$ cat src/rtl/voter_input_sequencer_pkg.sv
// voter_input_sequencer_pkg: shared widths, FSM state encoding, error codes
// and a candidate range helper for the voter input sequencer slice.
package voter_input_sequencer_pkg;

  localparam int ID_W   = 8;
  localparam int CAND_W = 4;

  // Encodings are visible on seq_state; encoding 2 exists only with VOTE_CONFIRM_EN.
  typedef enum logic [2:0] {
    ST_IDLE        = 3'd0,
    ST_SELECT      = 3'd1,
    ST_CONFIRM     = 3'd2,
    ST_WAIT_RESULT = 3'd3
  } seq_state_t;

  // Sticky error codes reported on seq_error.
  typedef enum logic [2:0] {
    ERR_NONE      = 3'd0,
    ERR_NOT_READY = 3'd1,
    ERR_BAD_CAND  = 3'd2,
    ERR_CANCELLED = 3'd3,
    ERR_TIMEOUT   = 3'd4,
    ERR_CONFLICT  = 3'd5
  } seq_err_t;

  // True when a switch-level candidate id names a real candidate.
  function automatic logic cand_in_range(input logic [CAND_W-1:0] cand,
                                         input int num_candidates);
    return (int'(cand) < num_candidates);
  endfunction

endpackage

$ cat src/rtl/voter_input_sequencer_button_debouncer.sv
// button_debouncer: two-flop synchronizer, stability counter and rising-edge
// detector for one raw voter button. A level is accepted only after it has been
// seen unchanged for DEBOUNCE_CYCLES consecutive synchronized samples, so a held
// button yields exactly one single-cycle press.
module button_debouncer #(
  parameter int DEBOUNCE_CYCLES = 16
) (
  input  logic clk,
  input  logic reset,
  input  logic button,
  output logic pressed
);

  localparam int CNT_W = $clog2(DEBOUNCE_CYCLES);
  localparam logic [CNT_W-1:0] CNT_LAST = CNT_W'(DEBOUNCE_CYCLES - 1);

  logic [1:0]       sync_q;
  logic             stable;
  logic             stable_d;
  logic [CNT_W-1:0] count;

  // Synchronize the raw level, then adopt it once it has held for the full window.
  always_ff @(posedge clk) begin
    if (!reset) begin
      sync_q   <= 2'b00;
      stable   <= 1'b0;
      stable_d <= 1'b0;
      count    <= '0;
    end else begin
      sync_q   <= {sync_q[0], button};
      stable_d <= stable;
      if (sync_q[1] == stable) begin
        count <= '0;
      end else if (count == CNT_LAST) begin
        stable <= sync_q[1];
        count  <= '0;
      end else begin
        count <= count + CNT_W'(1);
      end
    end
  end

  assign pressed = stable & ~stable_d;

endmodule

$ cat src/rtl/voter_input_sequencer.sv
// voter_input_sequencer: upstream front end of voting_system_controller.
// Debounces the voter buttons, enforces authenticate -> select -> submit order,
// issues single-cycle authenticate/submit pulses with held voter ID and candidate,
// aborts stalled sessions on timeout and waits for accept/reject.
// Build option: define VOTE_CONFIRM_EN to add the CONFIRM state (two submit presses).
module voter_input_sequencer
  import voter_input_sequencer_pkg::*;
#(
  parameter int DEBOUNCE_CYCLES = 16,
  parameter int TIMEOUT_CYCLES  = 1024,
  parameter int NUM_CANDIDATES  = 4
) (
  input  logic              clk,
  input  logic              reset,
  input  logic [ID_W-1:0]   voter_id_raw,
  input  logic [CAND_W-1:0] candidate_raw,
  input  logic              auth_btn,
  input  logic              submit_btn,
  input  logic              cancel_btn,
  input  logic              system_enable,
  input  logic              system_ready,
  input  logic              vote_accepted,
  input  logic              vote_rejected,
  output logic [ID_W-1:0]   voter_id_out,
  output logic [CAND_W-1:0] candidate_out,
  output logic              authenticate_out,
  output logic              submit_out,
  output logic              session_active,
  output logic [2:0]        seq_state,
  output logic [2:0]        seq_error
);

  localparam int TIMER_W = $clog2(TIMEOUT_CYCLES);
  localparam logic [TIMER_W-1:0] TIMER_LAST = TIMER_W'(TIMEOUT_CYCLES - 1);

  logic auth_event;
  logic submit_event;
  logic cancel_event;

  seq_state_t        state;
  seq_state_t        state_next;
  logic [2:0]        error_q;
  logic [2:0]        error_next;
  logic [ID_W-1:0]   id_q;
  logic [ID_W-1:0]   id_next;
  logic [CAND_W-1:0] cand_q;
  logic [CAND_W-1:0] cand_next;
  logic              auth_q;
  logic              auth_next;
  logic              submit_q;
  logic              submit_next;
  logic [TIMER_W-1:0] timer;
  logic [TIMER_W-1:0] timer_next;
  logic              timeout_hit;

  button_debouncer #(.DEBOUNCE_CYCLES(DEBOUNCE_CYCLES)) u_auth_db (
    .clk     (clk),
    .reset   (reset),
    .button  (auth_btn),
    .pressed (auth_event)
  );

  button_debouncer #(.DEBOUNCE_CYCLES(DEBOUNCE_CYCLES)) u_submit_db (
    .clk     (clk),
    .reset   (reset),
    .button  (submit_btn),
    .pressed (submit_event)
  );

  button_debouncer #(.DEBOUNCE_CYCLES(DEBOUNCE_CYCLES)) u_cancel_db (
    .clk     (clk),
    .reset   (reset),
    .button  (cancel_btn),
    .pressed (cancel_event)
  );

  // Register the session state, latched IDs, sticky error, pulses and the state timer.
  always_ff @(posedge clk) begin
    if (!reset) begin
      state    <= ST_IDLE;
      error_q  <= ERR_NONE;
      id_q     <= '0;
      cand_q   <= '0;
      auth_q   <= 1'b0;
      submit_q <= 1'b0;
      timer    <= '0;
    end else begin
      state    <= state_next;
      error_q  <= error_next;
      id_q     <= id_next;
      cand_q   <= cand_next;
      auth_q   <= auth_next;
      submit_q <= submit_next;
      timer    <= timer_next;
    end
  end

  // Next-state and output decode; event priority is enable > result > cancel > timeout > submit > auth.
  always_comb begin
    state_next  = state;
    error_next  = error_q;
    id_next     = id_q;
    cand_next   = cand_q;
    auth_next   = 1'b0;
    submit_next = 1'b0;
    timeout_hit = (state != ST_IDLE) && (timer == TIMER_LAST);

    if (!system_enable) begin
      // Dropping the enable abandons any session silently; the last error stays visible.
      state_next = ST_IDLE;
      id_next    = '0;
      cand_next  = '0;
    end else begin
      case (state)
        ST_IDLE: begin
          if (auth_event) begin
            if (system_ready) begin
              id_next    = voter_id_raw;
              error_next = ERR_NONE;
              auth_next  = 1'b1;
              state_next = ST_SELECT;
            end else begin
              error_next = ERR_NOT_READY;
            end
          end
        end

        ST_SELECT: begin
          if (cancel_event) begin
            state_next = ST_IDLE;
            error_next = ERR_CANCELLED;
            id_next    = '0;
            cand_next  = '0;
          end else if (timeout_hit) begin
            state_next = ST_IDLE;
            error_next = ERR_TIMEOUT;
            id_next    = '0;
            cand_next  = '0;
          end else if (submit_event) begin
            if (!cand_in_range(candidate_raw, NUM_CANDIDATES)) begin
              error_next = ERR_BAD_CAND;
            end else begin
              cand_next = candidate_raw;
`ifdef VOTE_CONFIRM_EN
              state_next = ST_CONFIRM;
`else
              submit_next = 1'b1;
              state_next  = ST_WAIT_RESULT;
`endif
            end
          end
        end

`ifdef VOTE_CONFIRM_EN
        ST_CONFIRM: begin
          // A moved candidate switch invalidates the pending choice before a submit can use it.
          if (cancel_event) begin
            state_next = ST_IDLE;
            error_next = ERR_CANCELLED;
            id_next    = '0;
            cand_next  = '0;
          end else if (timeout_hit) begin
            state_next = ST_IDLE;
            error_next = ERR_TIMEOUT;
            id_next    = '0;
            cand_next  = '0;
          end else if (candidate_raw != cand_q) begin
            state_next = ST_SELECT;
          end else if (submit_event) begin
            submit_next = 1'b1;
            state_next  = ST_WAIT_RESULT;
          end
        end
`endif

        ST_WAIT_RESULT: begin
          if (vote_accepted || vote_rejected) begin
            state_next = ST_IDLE;
            id_next    = '0;
            cand_next  = '0;
            if (vote_accepted && vote_rejected) begin
              error_next = ERR_CONFLICT;
            end
          end else if (timeout_hit) begin
            state_next = ST_IDLE;
            error_next = ERR_TIMEOUT;
            id_next    = '0;
            cand_next  = '0;
          end
        end

        default: begin
          state_next = ST_IDLE;
          id_next    = '0;
          cand_next  = '0;
        end
      endcase
    end

    if ((state_next != state) || (state == ST_IDLE)) begin
      timer_next = '0;
    end else begin
      timer_next = timer + TIMER_W'(1);
    end
  end

  assign voter_id_out     = id_q;
  assign candidate_out    = cand_q;
  assign authenticate_out = auth_q;
  assign submit_out       = submit_q;
  assign session_active   = (state != ST_IDLE);
  assign seq_state        = state;
  assign seq_error        = error_q;

endmodule

$ cat config.mk
export PLATFORM = sky130hd
export DESIGN_NAME = voter_input_sequencer
export DESIGN_NICKNAME = d
export VERILOG_FILES = /design/src/rtl/voter_input_sequencer_pkg.sv /design/src/rtl/voter_input_sequencer_button_debouncer.sv /design/src/rtl/voter_input_sequencer.sv
export SDC_FILE = /design/constraint.sdc
export NUM_CORES = 1
export LEC_CHECK = 0
export CAP_MARGIN = 5
export CORE_AREA = 2 2 61 75
export CTS_BUF_LIST = sky130_fd_sc_hd__clkbuf_8 sky130_fd_sc_hd__clkbuf_16
export CTS_CLUSTER_DIAMETER = 80
export DETAILED_ROUTE_END_ITERATION = 8
export DIE_AREA = 0 0 63 77
export PLACE_DENSITY = 0.81
export RECOVER_POWER = 100
export SLEW_MARGIN = 20
export SYNTH_ARGS = -nofsm -noshare
export SYNTH_HDL_FRONTEND = slang
export SYNTH_SLANG_ARGS = --single-unit
$ cat constraint.sdc
create_clock -name clk -period 3.2 [get_ports clk]
set_clock_uncertainty 0.1 [all_clocks]
set_input_delay 0.48 -clock clk [delete_from_list [all_inputs] [get_ports clk]]
set_output_delay 0.48 -clock clk [all_outputs]
set_load 0.02 [all_outputs]
==> results.yml, run 1 <==
sta:
  maxSlewHeadroom: 0.402
  layout_setup_ws_ns: 0.535
  rsz0062_at_grt: "no"
  timing.final.crit_share: 0.833
  max_freq_mhz: 375
  hold_viol_final: 0
  holdWs_ns: 0.337
  tightest_slew_ns: 0.890
  tns_ns: 0
  min_period_ns: 2.66
  maxSlewViolCount: 0
  setup_violations: 0
placement:
  place_area_sq_um: 2660
  dp_slack_ns: 0.439
  place.gp.congestion: 0.863
  port_buffers: 41
  dp_hpwl_um: 2980
yosys:
  ys_seq_area_frac: 0.493
  synth_common_cells: "dfxtp_1 (54), nor2_1 (35), nand3_1 (15)"
  synthArstFlopShare: 0
  synth_nets: 257
  synth_edf_count: 0
  ys_warn_count: 0
  synthCells: 231
  synth_ff_type: "dfxtp_1"
  synth_area_leaders: "dfxtp_1 (49%), nor2_1 (6.0%), xor2_1 (5.6%), and2_1 (3.4%), nand3_1 (3.4%)"
  yosys.cell_count.top_type: "dfxtp_1"
  syn_avg_cell_area_sq_um: 9.50
  ys_ff_latch: 54
  synth_area_sq_um: 2190
  yosys.area.top_type_share: 0.493
  synth_cell_type_count: 43
  synth_area_leader_cell: "dfxtp_1"
power_and_ir_drop:
  power.density_nw_per_um2: 434
  leakagePower_uw: 0.00110
  peakVddDrop_uv: 346
finish:
  fin_area_sq_um: 2730
  num_antenna_cells: 0
  fin_util: 0.662
  area_delta_synth_final_pct: 24.6
  nNetsFinal: 302
  final_layout_size_suffix_gt1_frac: 0.0469
routing:
  dr_wl_met3_um: 202
  drt_iter0_drc: 75
  drt_wl_total_um: 4160
  vias: 1733
  wl_met1_um: 1900
  drtPass1Iterations: 4
  drc_errors: 0
  highest_layer: "met4"
  wire_per_inst_um: 12.5
  routed_via_density: 5.20
  drtAntennaViolNets: 0
  met2RoutedLength_um: 1990
global_route:
  antenna_found_initial: 0
  grt_overflow: 0
  grt_pass1_vias: 1597
  grt_max_degree: 18
  grt.total_usage: 0.183
  grt_pass1_wl_um: 7100
clocking:
  post-cts-setup-buffers: 0
  path_clk_slew_ns: 0.09
  clkSinkCount: 54
  root_buffer: "clkbuf_8"
  cts_buffers: 5
  clk_latency_ns: 0.32
  cts_resized: 0
  clockBufferDepth: 2
  cts_htree_levels: 2
  tritoncts: "yes"
  cts.hold.buffers_added: 0
die:
  dieHeight_um: 77
  die-area_sq_um: 4850
  io_pins: 42
  std_cell_rows: 26
  die_width_um: 63
  initial_core_util: 0.531
  core_sq_um: 4130
run:
  maxCapViolCount: 0
setup_path:
  startpoint_type: "flop"
  required_ns: 3.35
  cp_data_arrival_time_ns: 2.81
  worstPathMaxFanout: 16
  crit_type: "reg -> reg"
  end_kind: "flop"
min_path:
  hp-class: "reg -> reg"
outcome:
  status: "completed"
worst paths after layout:
check / start / to / slack [ns] / cells past startpoint
setup / recovery: seq_state[1] / seq_error[1] / 0.54 / 5
hold / removal: u_submit_db.sync_q[0] / u_submit_db.sync_q[1] / 0.34 / 1
setup reg to reg: seq_state[1] / seq_error[1] / 0.54 / 5
hold reg to reg: u_submit_db.sync_q[0] / u_submit_db.sync_q[1] / 0.34 / 1
critical path, stage by stage (launching register included):
cell and delay, ns:
dfxtp_1 0.63, o311ai_0 0.24, nor3_1 0.72, a21oi_1 0.12, nor4b_2 0.55, mux2i_1 0.24
metrics by stage:
step	std cells	power, uW
3_3_place_gp	325	755
2_1_floorplan	231	721
5_1_grt	333	1230
4_1_cts	333	1190
3_5_place_dp	325	755
6_report	333	1190
final cells by class:
type,instances,area (sq um)
clock buffer,5,68.8
clock inverter,3,40.0
fill,353,1400
inverter,13,48.8
multi-input combinational,159,1000
sequential,54,1080
tap,56,70.1
timing repair buffer,43,422
sequential cells by signal, indices dropped and copies added, names as in the netlist, 3 cells and up:
signal,cells
timer,10
voter_id_out,8
candidate_out,4
u_auth_db.count,4
u_cancel_db.count,4
u_submit_db.count,4
seq_error,3
seq_state,3
layout by cell type (no fill, tap or decap), drive strengths merged, types with 2 or more instances in the layout:
| master | instances |
|---|---|
| inv | 13 |
| nor3 | 6 |
| nand3b | 2 |
| xor2 | 14 |
| o31ai | 2 |
| a21oi | 5 |
| ha | 5 |
| xnor2 | 3 |
| or2b | 3 |
| o311ai | 2 |
| and3 | 4 |
| clkdlybuf4s50 | 19 |
| nand3 | 15 |
| clkinv | 2 |
| a22oi | 8 |
| mux2i | 6 |
| and2 | 12 |
| nor2 | 35 |
| dlygate4sd3 | 22 |
| o21ai | 5 |
| nand4 | 3 |
| o211ai | 2 |
| dfxtp | 54 |
| clkbuf | 6 |
| nand2 | 10 |
| or3 | 3 |
cells by family after synthesis:
family / synth area share
AO/OA/AOI/OAI: 0.0906
XOR/XNOR: 0.0678
adder cells (fa/ha/maj): 0.0285
buffers and inverters: 0.0376
flip-flops: 0.493
multiplexers: 0.0274
other: 0.00171
AND/OR/NAND/NOR: 0.254
where the power goes:
group	switching, uW	total, uW	leakage (uW)	internal [uW]
clock network	219	449	0.0000579	230
registers	4.99	682	0.000437	677
logic	24.9	55.1	0.000609	30.2
metal layers:
metal,up-vias,track usage
li1,883,-
met1,798,0.235
met2,46,0.290
met3,6,0.0455
met4,0,0.0800
met5,-,0
(Power assumes the default switching activity.)
==> inputs of run 2 (changes only) <==
- CORE_AREA: 2 2 61 75 -> 2 2 63 77
- DIE_AREA: 0 0 63 77 -> 0 0 65 79
- PLACE_DENSITY: 0.81 -> 0.77
- clock period: 3.2 -> 2.7 ns (I/O delays scaled with it)
==> results.yml, run 2 (synthesized netlist as in run 1, its figures left out) <==
finish:
  final_cells: 337
  largest_reg_flops: 10
  fillCellCount: 405
  layout_common_cells: "dfxtp_1 (54), nor2_1 (35), dlygate4sd3_1 (21)"
  nNetsFinal: 304
  largest-register: "timer"
  area_delta_synth_final_pct: 25.3
  final_layout_size_suffix_gt1_frac: 0.0609
  num_antenna_cells: 0
  final_common_cell: "dfxtp_1"
die:
  core_sq_um: 4430
  die_width_um: 65
  initial_core_util: 0.496
  std_cell_rows: 27
  die-area_sq_um: 5140
  dieHeight_um: 79
  io_pins: 42
clocking:
  clk_latency_ns: 0.30
  post-cts-setup-buffers: 0
  root_buffer: "clkbuf_8"
  clkSinkCount: 54
  cts_htree_levels: 2
  cts.hold.buffers_added: 0
  clockBufferDepth: 2
  cts_buffers: 5
  cts_resized: 0
  tritoncts: "yes"
  path_clk_slew_ns: 0.10
setup_path:
  startpoint: "seq_state[1]"
  startpoint_type: "flop"
  cp_num_buf_inv: 3
  rr_endpoint: "seq_error[1]"
  timing.rr.start: "timer[0]"
  reg2regPathDepth: 6
  required_ns: 2.19
  worstPathMaxFanout: 11
  crit_cells: 4
  cp_slowest_cell: "clkdlybuf4s50_1"
  cp_data_arrival_time_ns: 1.98
  cp_top_family: "buffers and inverters"
  critPathCapture: "session_active"
  worst_path_largest_cell_delay_ns: 0.57
  end_kind: "output pin"
  rrSetupSlack_ns: 0.32
  worstPathCellList: "buf_4, nor3_1, inv_1, clkdlybuf4s50_1"
  crit_type: "reg -> out"
routing:
  drt_wl_total_um: 4140
  drc_errors: 0
  drtAntennaViolNets: 0
  routed_via_density: 5.11
  wire_per_inst_um: 12.3
  vias: 1723
  drt_iter0_drc: 103
  drtPass1Iterations: 4
placement:
  place.gp.congestion: 0.901
  dp_hpwl_um: 3070
  port_buffers: 41
  dpl.cell_count: 329
power_and_ir_drop:
  power.density_nw_per_um2: 486
  peakVddDrop_uv: 306
  finalPower_uw: 1340
  leakagePower_uw: 0.00110
sta:
  tns_ns: 0
  maxSlewViolCount: 0
  maxSlewHeadroom: 0.574
  setup_violations: 0
  timing.final.crit_share: 0.922
  max_freq_mhz: 402
  min_period_ns: 2.49
  hold_viol_final: 0
  tightest_slew_ns: 0.639
  rsz0062_at_grt: "no"
outcome:
  status: "completed"
global_route:
  grt_pass1_wl_um: 7190
  grt.total_usage: 0.175
  grt_overflow: 0
  grt_max_degree: 19
  antenna_found_initial: 0
  grt_pass1_vias: 1649
min_path:
  hp-class: "reg -> reg"
run:
  maxCapViolCount: 0
==> run 2: worst reg2reg max path, cell delays in order, from the launching register on <==
cell and delay (ns):
dfxtp_1 0.42, ha_1 0.27, nand3_1 0.16, nor3_2 0.48, a21oi_1 0.12, nor4b_2 0.52
mux2i_1 0.24
==> run 2: layout make-up <==
class | count | area [sq um] | area share
Clock buffer | 6 | 82.6 | 0.0300
Clock inverter | 2 | 12.5 | 0.00455
Inverter | 13 | 48.8 | 0.0178
Multi-Input combinational cell | 159 | 1010 | 0.369
Sequential cell | 54 | 1080 | 0.393
Tap cell | 58 | 72.6 | 0.0264
Timing Repair Buffer | 45 | 437 | 0.159
==> run 2: layer usage <==
metal	GRT usage	vias up	part of all wire
li1	-	892	-
met1	0.219	786	0.46
met2	0.293	37	0.47
met3	0.0411	8	0.053
met4	0.0596	0	0.015
met5	0	-	0
==> run 2: per-stage QoR <==
stage          hold WS, ns   util  cell area, sq um  setup WS (ns)
2_1_floorplan        0.312      -              2190          0.567
3_3_place_gp         0.315  0.604              2670         0.0562
3_5_place_dp         0.323  0.604              2670         0.0350
4_1_cts              0.345  0.626              2770          0.223
5_1_grt              0.365  0.621              2750         0.0515
6_report             0.341  0.621              2750          0.211
==> run 2: worst min path at each step <==
stage,start,endpoint,slack (ns),cells past startpoint
after floorplan,u_auth_db.sync_q[0],u_auth_db.sync_q[1],0.31,1
after global routing,u_cancel_db.sync_q[0],u_cancel_db.sync_q[1],0.37,1
after CTS,u_submit_db.sync_q[0],u_submit_db.sync_q[1],0.35,1
after global placement,u_cancel_db.sync_q[0],u_cancel_db.sync_q[1],0.32,1
final,u_submit_db.sync_q[0],u_submit_db.sync_q[1],0.34,1
after detailed placement,u_submit_db.sync_q[0],u_submit_db.sync_q[1],0.32,1
==> run 2: where the power goes <==
part / internal (uW) / switching (uW)
sequential: 803 / 5.75
combinational: 36.1 / 29.9
clock: 207 / 255
==> patch (settings of run 2) <==
Build with the macro `VOTE_CONFIRM_EN` defined.
--- a/src/rtl/voter_input_sequencer.sv
+++ b/src/rtl/voter_input_sequencer.sv
@@ -3,6 +3,8 @@
 // issues single-cycle authenticate/submit pulses with held voter ID and candidate,
 // aborts stalled sessions on timeout and waits for accept/reject.
 // Build option: define VOTE_CONFIRM_EN to add the CONFIRM state (two submit presses).
+`define VOTE_CONFIRM_EN
+
 module voter_input_sequencer
   import voter_input_sequencer_pkg::*;
 #(
Formal check against the unedited RTL: same outputs for any inputs over 10 cycles, from zero or initial values and one cycle with reset low; that may be too few to reach the edited logic, so the function may still have changed.
==> patch against run 2 <==
Wire length rose by 9.5%; combinational power rose by 6.8%; synthesized cell count rose by 1.3%; final area rose by 5.8%; count of clock-buffer cells in the layout fell by 1; sequential cell count did not move; area after synthesis rose by 6.1%; global-route usage rose by 1.2 points; worst setup slack improved by 0.060 ns; power rose by 5.1%; critical path type unchanged.
==> patch: results (changes against run 2) <==
ANT cells -> 0 (unchanged)
Post-Syn Nets -> 260 (+1.2%)
Clk Latency, worst-skew pair -> 0.30 ns (about the same)
Status -> finished clean
Vias in the first global route -> 1,716 (+4.1%)
Hold WS -> 0.341 ns (+0.000438 ns)
CP arrival -> 1.92 ns (-0.06 ns)
Fill count -> 373 (-7.9%)
Largest register FFs -> 10 (unchanged)
DP Worst Slack -> 0.214 ns (+0.179 ns)
GRT Util Overall -> 18.7% (+1.2 points)
Share of layout cells above drive strength 1 -> 9.15% (+3.1 points)
Global-route wire length before repair -> 7570 µm (+5.3%)
# nets final -> 309 (+1.6%)
CP max FO -> 8 (-3)
Drt initial violations -> 113 (+9.7%)
Static Leak -> 0.00120 µW (+8.9%)
Dpl cell area -> 2820 µm² (+5.3%)
Relative slew slack -> 49.7% (-7.7 points)
Placer Congestion -> 0.863 (-4.2%)
Distinct cell type count after synthesis -> 51 (+19%)
Ranking of synthesized cells by area -> dfxtp_1 (46%), xor2_1 (4.9%), a22o_1 (3.8%), nor2_1 (3.7%), nand3_1 (3.4%)
Capturing point of the worst reg2reg path -> voter_id_out[1]
Max IR drop VDD -> 0.391 mV (+27%)
DR vias/cell -> 5.42 (+6.0%)
Worst path slowest cell -> dlygate4sd3_1
Largest net degree at the start of global routing -> 21 (+2)
Worst path max stage delay -> 0.68 ns (+0.11 ns)
WL per Instance -> 13.2 µm (+7.9%)
Sequential element share of the synthesized area -> 46.4% (-2.8 points)
Synth cell count leaders -> dfxtp_1 (54), nor2_1 (23), nand3_1 (16)
Worst Hold Launch -> u_auth_db.sync_q[0]
Worst Hold End -> u_auth_db.sync_q[1]
[patch: final cells by class]
class                   count  area share, %
well taps                  58           2.49
repair buffers             47           15.4
inverters                  10           1.29
flip-flops and latches     54           37.2
clock inverters             3           1.38
multi-input cells         165           39.9
clock buffers               5           2.37
[patch: cell families (layout without fill, tap and decap cells)]
logic type	count (synthesis)	count (layout)	synth area share (%)
flops	54	54	46.4
fa+ha+maj	5	5	2.69
simple gates	98	98	25.0
buf+inv	15	65	3.33
compound gates	37	37	13.2
xor+xnor	21	21	7.90
mux	3	3	1.29
other cells	1	1	0.161
[patch: metrics by stage]
step	util, %	std cells
5_1_grt	65.7	342
6_report	65.7	342
4_1_cts	66.1	342
2_1_floorplan	-	234
3_3_place_gp	63.6	334
3_5_place_dp	63.6	334
[patch: layer usage]
layer	part of all wire [%]	routed length, µm	GRT usage [%]
met5	0	0	0
met1	47	2130	23.1
met3	3.2	143	4.53
met4	1.4	65	6.38
met2	48	2190	31.5
[patch: how the worst max path moves through the flow]
| stage | start | cells past startpoint | slack (ns) | end |
|---|---|---|---|---|
| final | seq_state[2] | 3 | 0.27 | session_active |
| after global placement | candidate_raw[2] | 6 | 0.24 | timer[5] |
| after detailed placement | candidate_raw[2] | 6 | 0.21 | timer[4] |
| after floorplan | seq_state[1] | 6 | 0.65 | timer[2] |
| after CTS | seq_state[1] | 3 | 0.37 | session_active |
| after global routing | timer[0] | 6 | 0.14 | voter_id_out[4] |
[patch: power by group]
group	switching, µW	total (µW)	leakage [µW]	internal, µW
sequential	4.43	806	0.000437	802
clock	255	528	0.0000579	273
combinational	31.7	70.5	0.000707	38.8
